--- src/rtl/line_merge_buffer.sv ---
// One-entry write-combining buffer: merges byte-enabled stores into a single
// line image and drains it on line change, flush, full coverage or idle timeout.
module line_merge_buffer #(
  parameter int LINE_BYTES      = 16,
  parameter int WORD_BYTES      = 2,
  parameter int ADDR_W          = 16,
  parameter int IDLE_TIMEOUT    = 8,
  parameter int AUTO_FULL_DRAIN = 1
) (
  input  logic                    clk,
  input  logic                    reset,
  input  logic                    in_valid,
  output logic                    in_ready,
  input  logic [ADDR_W-1:0]       in_addr,
  input  logic [WORD_BYTES*8-1:0] in_data,
  input  logic [WORD_BYTES-1:0]   in_be,
  input  logic                    flush,
  output logic                    out_valid,
  input  logic                    out_ready,
  output logic [ADDR_W-1:0]       out_addr,
  output logic [LINE_BYTES*8-1:0] out_data,
  output logic [LINE_BYTES-1:0]   out_mask,
  output logic                    clip_pulse,
  output logic                    busy
);

  localparam int OFF   = $clog2(LINE_BYTES);
  localparam int TAG_W = ADDR_W - OFF;
  localparam int POS_W = OFF + 1;
  localparam int CNT_W = (IDLE_TIMEOUT > 1) ? $clog2(IDLE_TIMEOUT + 1) : 1;

  typedef enum logic [1:0] {EMPTY, MERGE, DRAIN} state_t;

  state_t                  state, state_nxt;
  logic [LINE_BYTES*8-1:0] line_data, data_nxt;
  logic [LINE_BYTES-1:0]   line_mask, mask_nxt;
  logic [TAG_W-1:0]        line_tag, tag_nxt;
  logic [CNT_W-1:0]        cnt, cnt_nxt, cnt_inc;
  logic                    clip_q, clip_nxt;

  logic [TAG_W-1:0]        in_tag;
  logic [OFF-1:0]          in_off;
  logic [POS_W-1:0]        pos;
  logic [LINE_BYTES*8-1:0] merged_data;
  logic [LINE_BYTES-1:0]   merged_mask;
  logic                    clip_any;
  logic                    merged_full;

  assign in_tag  = in_addr[ADDR_W-1:OFF];
  assign in_off  = in_addr[OFF-1:0];
  assign cnt_inc = cnt + CNT_W'(1);

  // Store image merged over the current line (a fresh zero line when EMPTY).
  // Bytes landing past the line end are dropped and only flagged.
  always_comb begin
    merged_data = (state == EMPTY) ? '0 : line_data;
    merged_mask = (state == EMPTY) ? '0 : line_mask;
    clip_any    = 1'b0;
    pos         = '0;
    for (int k = 0; k < WORD_BYTES; k++) begin
      pos = {1'b0, in_off} + POS_W'(k);
      if (in_be[k]) begin
        if (pos[OFF]) begin
          clip_any = 1'b1;
        end else begin
          merged_data[8*pos[OFF-1:0] +: 8] = in_data[8*k +: 8];
          merged_mask[pos[OFF-1:0]]        = 1'b1;
        end
      end
    end
    merged_full = (AUTO_FULL_DRAIN != 0) && (&merged_mask);
  end

  always_comb begin
    state_nxt = state;
    data_nxt  = line_data;
    mask_nxt  = line_mask;
    tag_nxt   = line_tag;
    cnt_nxt   = cnt;
    clip_nxt  = 1'b0;
    in_ready  = 1'b0;
    case (state)
      EMPTY: begin
        in_ready = 1'b1;
        if (in_valid) begin
          data_nxt  = merged_data;
          mask_nxt  = merged_mask;
          tag_nxt   = in_tag;
          cnt_nxt   = '0;
          clip_nxt  = clip_any;
          state_nxt = merged_full ? DRAIN : MERGE;
        end
      end
      MERGE: begin
        // A different-tag store is held off until the current line has left.
        in_ready = (in_tag == line_tag);
        if (in_valid && in_ready) begin
          data_nxt = merged_data;
          mask_nxt = merged_mask;
          cnt_nxt  = '0;
          clip_nxt = clip_any;
          if (flush || merged_full) state_nxt = DRAIN;
        end else if (in_valid || flush) begin
          state_nxt = DRAIN;
        end else if (IDLE_TIMEOUT != 0) begin
          cnt_nxt = cnt_inc;
          if (cnt_inc == CNT_W'(IDLE_TIMEOUT)) state_nxt = DRAIN;
        end
      end
      DRAIN: begin
        if (out_ready) begin
          data_nxt  = '0;
          mask_nxt  = '0;
          tag_nxt   = '0;
          cnt_nxt   = '0;
          state_nxt = EMPTY;
        end
      end
      default: state_nxt = EMPTY;
    endcase
  end

  always_ff @(posedge clk or posedge reset) begin
    if (reset) begin
      state     <= EMPTY;
      line_data <= '0;
      line_mask <= '0;
      line_tag  <= '0;
      cnt       <= '0;
      clip_q    <= 1'b0;
    end else begin
      state     <= state_nxt;
      line_data <= data_nxt;
      line_mask <= mask_nxt;
      line_tag  <= tag_nxt;
      cnt       <= cnt_nxt;
      clip_q    <= clip_nxt;
    end
  end

  assign out_valid  = (state == DRAIN);
  assign out_addr   = {line_tag, {OFF{1'b0}}};
  assign out_data   = line_data;
  assign out_mask   = line_mask;
  assign clip_pulse = clip_q;
  assign busy       = (state != EMPTY);

endmodule
--- config.mk ---
export PLATFORM = sky130hd
export DESIGN_NAME = line_merge_buffer
export DESIGN_NICKNAME = d
export VERILOG_FILES = /design/src/rtl/line_merge_buffer.sv
export SDC_FILE = /design/constraint.sdc
export NUM_CORES = 1
export LEC_CHECK = 0
export ABC_AREA = 1
export CORE_ASPECT_RATIO = 1.25
export CORE_MARGIN = 10
export CORE_UTILIZATION = 54
export CTS_CLUSTER_DIAMETER = 60
export DETAILED_ROUTE_END_ITERATION = 12
export PLACE_DENSITY = 0.82
export SLEW_MARGIN = 25
export SYNTH_ARGS = -nofsm -noshare
export SYNTH_HDL_FRONTEND = slang
export SYNTH_SLANG_ARGS = --single-unit
--- constraint.sdc ---
create_clock -name clk -period 6.7 [get_ports clk]
set_input_delay 1.34 -clock clk [delete_from_list [all_inputs] [get_ports clk]]
set_output_delay 1.34 -clock clk [all_outputs]
set_load 0.005 [all_outputs]
==> flow_summary.json <==
{
  "synthCells": 1767,
  "nFillCells": 1925,
  "clock_latency_ns": 0.44,
  "syn2layout_area_growth_pct": 22.8,
  "busiest_layer": "met2",
  "hold_viol_final": 0,
  "place_congestion": 0.996,
  "multi_input_area_um2": 6310,
  "track_usage_pct": 29.9,
  "ys_warn_count": 0,
  "cp_slowest_stage_delay_ns": 0.72,
  "cts_tree": "done",
  "crit_required_ns": 7.08,
  "fp.dieH_um": 182,
  "seqCellArea_um2": 4080,
  "startpoint_type": "primary input",
  "syn_avg_cell_area_um2": 6.39,
  "layoutNonFillerInstCount": 2196,
  "crit_type": "primary input to flop",
  "coreArea_um2": 20700,
  "hold_ws_ns": 0.512,
  "p_switching_mw": 2.15,
  "use_met3_pct": 7.11,
  "fin_crit_sh_pct": 79.2,
  "arrival_ns": 5.69,
  "ios": 203,
  "cts_root_buf": "clkbuf_16",
  "first_pass_iters": 6,
  "nets": 1958,
  "dpl.hpwl_um": 30400,
  "grt_pass1_vias": 12146,
  "worstMarginPinSlew_ns": 0.897,
  "switching_share_pct": 44.7,
  "clkPwrFrac_pct": 20.1,
  "met1_usage_pct": 36.5,
  "antenna_found_initial": 0,
  "cp_max_fo": 24,
  "worst_ir_drop_vdd_mv": 0.333,
  "postCtsSetupRepairBufs": 0,
  "htree_levels": 4,
  "slowest_stage": "ha_1",
  "maxSlewViolCount": 0,
  "yosys.area.top_type": "dfrtp_1",
  "ys_seq_area_share_pct": 36.1,
  "synth.area.top_cells": "dfrtp_1 36%, nand2_1 21%, nand3_1 8.0%",
  "hold_class": "flop to flop",
  "clk_path_buf_depth": 2,
  "ctsResizeCount": 0,
  "via_per_inst": 5.82,
  "drt_iter0_drc": 1447,
  "grt_start_max_net_pins": 110,
  "fp.dieW_um": 149,
  "p_seq_share_pct": 31.7,
  "wl_per_cell_um": 18.9,
  "numCtsBuffers": 17,
  "cts.sinks": 163,
  "rsz0062_at_grt": "no",
  "fp-row-count": 59,
  "reg2reg_setup_slack_ns": 3.53,
  "port_buffers": 198,
  "max_freq_mhz": 188,
  "setup_viol": 0,
  "powerDensity_nw_per_um2": 346,
  "ctsHoldBuffers": 0,
  "max_cap_violations": 0,
  "grt_first_pass_wirelength_um": 65500,
  "path_buf_inv": 5,
  "antenna_cells": 0,
  "gr-usage-met2_pct": 48.9,
  "synth.distinct_cells": 36,
  "period_needed_ns": 5.31,
  "combPwrFrac_pct": 48.2,
  "finalClockSkew_ns": 0.0104,
  "crit_path_end_kind": "flop",
  "fin_setup_tns_ns": 0,
  "p_int_mw": 2.65,
  "power.total_mw": 4.80,
  "vias": 12782,
  "die_area_um2": 27100,
  "crit_family": "simple AND/OR/NAND/NOR gates",
  "status": "finished clean",
  "synth_top_cell_area_share_pct": 36.1,
  "syn_area_um2": 11300,
  "p_leak_nw": 6.42,
  "crit_chain": "clkdlybuf4s50_1, buf_4, inv_1, ha_1, inv_2, nand2_1, nor2_2, ha_1, nand4_1, nor2_1, inv_1, o211ai_1, nand3_1, nand2_1",
  "drc": 0,
  "totalWireLength_um": 41500,
  "dp.cells": 2164,
  "synth-seq-cells": 163,
  "timing.slew.headroom_pct": 40.2,
  "drive_gt1_share_pct": 5.05,
  "gr-total-overflow": 0,
  "path_clk_slew_ns": 0.07,
  "initial_utilization_pct": 54.7,
  "ant_nets": 0
}
[routing by layer]
metal / up-vias / part of all wire [%]
met5: - / 0
met4: 0 / 4.2
met3: 131 / 9.8
met2: 709 / 48
met1: 5917 / 38
li1: 6025 / -
[worst paths after layout]
check	startpoint	to	depth (start not counted)
max in group asynchronous	reset	out_data[96]	3
min in group asynchronous	reset	line_tag[11]	2
hold / removal	out_data[38]	out_data[38]	2
setup reg to reg	line_tag[2]	out_data[48]	11
hold reg to reg	out_data[38]	out_data[38]	2
setup / recovery	in_addr[0]	out_data[47]	14
[state kept, by name (all words and copies together) (netlist names)]
register and count:
out_data 128, out_mask 16, line_tag 12, cnt 4
state 2, clip_pulse 1
[cells in the mapped netlist]
library cell,instances
nand4_1,16
nor2_8,2
o211a_1,9
conb_1,1
ha_1,10
nor3b_1,1
inv_2,18
nor2_2,9
a22oi_1,9
o21ai_1,112
o21ai_0,76
nand2_2,9
a31oi_1,2
nand3_4,2
buf_4,5
or2_2,2
dfrtp_1,163
xnor2_1,3
a21oi_2,2
nand3b_1,3
nor2_1,175
inv_1,119
nand2_1,641
xor2_1,1
o22ai_1,12
nor2_4,5
clkbuf_1,53
and3_1,1
nand3_1,181
nand3_2,2
nor3_1,21
buf_2,22
o211ai_1,34
buf_6,4
buf_1,5
a21oi_1,37
[layout by cell type, fill, tap and decap left out, types with 2 or more instances in the layout]
| cell | n |
|---|---|
| nand2_1 | 640 |
| o22ai_1 | 12 |
| clkdlybuf4s50_1 | 198 |
| inv_2 | 18 |
| o211a_1 | 9 |
| clkbuf_16 | 17 |
| nor2_2 | 9 |
| conb_1 | 4 |
| buf_4 | 11 |
| a31oi_1 | 2 |
| nand2_2 | 9 |
| xnor2_1 | 3 |
| inv_6 | 6 |
| o21ai_1 | 112 |
| nand3_2 | 2 |
| nor2_1 | 175 |
| nand3b_1 | 3 |
| clkinv_2 | 4 |
| a22oi_1 | 9 |
| nand3_4 | 2 |
| inv_1 | 117 |
| nand4_1 | 16 |
| o21ai_0 | 76 |
| nor2_8 | 2 |
| or2_2 | 2 |
| dfrtp_1 | 163 |
| nor2_4 | 5 |
| nand3_1 | 181 |
| a21oi_1 | 37 |
| o211ai_1 | 34 |
| ha_1 | 10 |
| inv_8 | 4 |
| nor3_1 | 21 |
| a21oi_2 | 2 |
[layout make-up]
type | instances | area share, %
Clock buffer | 18 | 3.16
Clock inverter | 14 | 0.847
Inverter | 137 | 3.77
Multi-Input combinational cell | 1381 | 45.5
Sequential cell | 163 | 29.4
Tap cell | 274 | 2.47
Timing Repair Buffer | 209 | 14.9
[kinds of logic (layout without fill, tap and decap cells)]
family | after synthesis | count (layout) | share of synthesized area [%]
adder cells (fa/ha/maj) | 10 | 10 | 1.11
AND/OR/NAND/NOR | 1070 | 1070 | 39.7
other | 1 | 4 | 0.0332
flip-flops | 163 | 163 | 36.1
buffers and inverters | 226 | 378 | 8.18
XOR/XNOR | 4 | 4 | 0.310
AO/OA/AOI/OAI | 293 | 293 | 14.6
[stage by stage]
step / setup WS, ns / cell area [um^2] / utilization [%]
after floorplan: 0.955 / 11300 / -
after global placement: 1.23 / 13300 / 64.4
after detailed placement: 1.05 / 13300 / 64.4
after CTS: 1.50 / 13900 / 67.1
after global routing: 1.09 / 13900 / 67.1
final: 1.39 / 13900 / 67.1
[power by group through the flow]
stage | Clock, mW | Combinational [mW] | Sequential (mW)
after global routing | 1.01 | 2.54 | 1.56
after floorplan | 0 | 1.27 | 1.50
after CTS | 0.966 | 2.30 | 1.52
final | 0.963 | 2.31 | 1.52
after detailed placement | 0 | 2.29 | 1.53
after global placement | 0 | 2.27 | 1.53
[worst min-delay path: cells and delay by family (launching register included)]
family,cells,cell delay [ns]
flops,1,0.37
simple gates,2,0.11
Note: power is estimated with default switching activity, not from simulation.
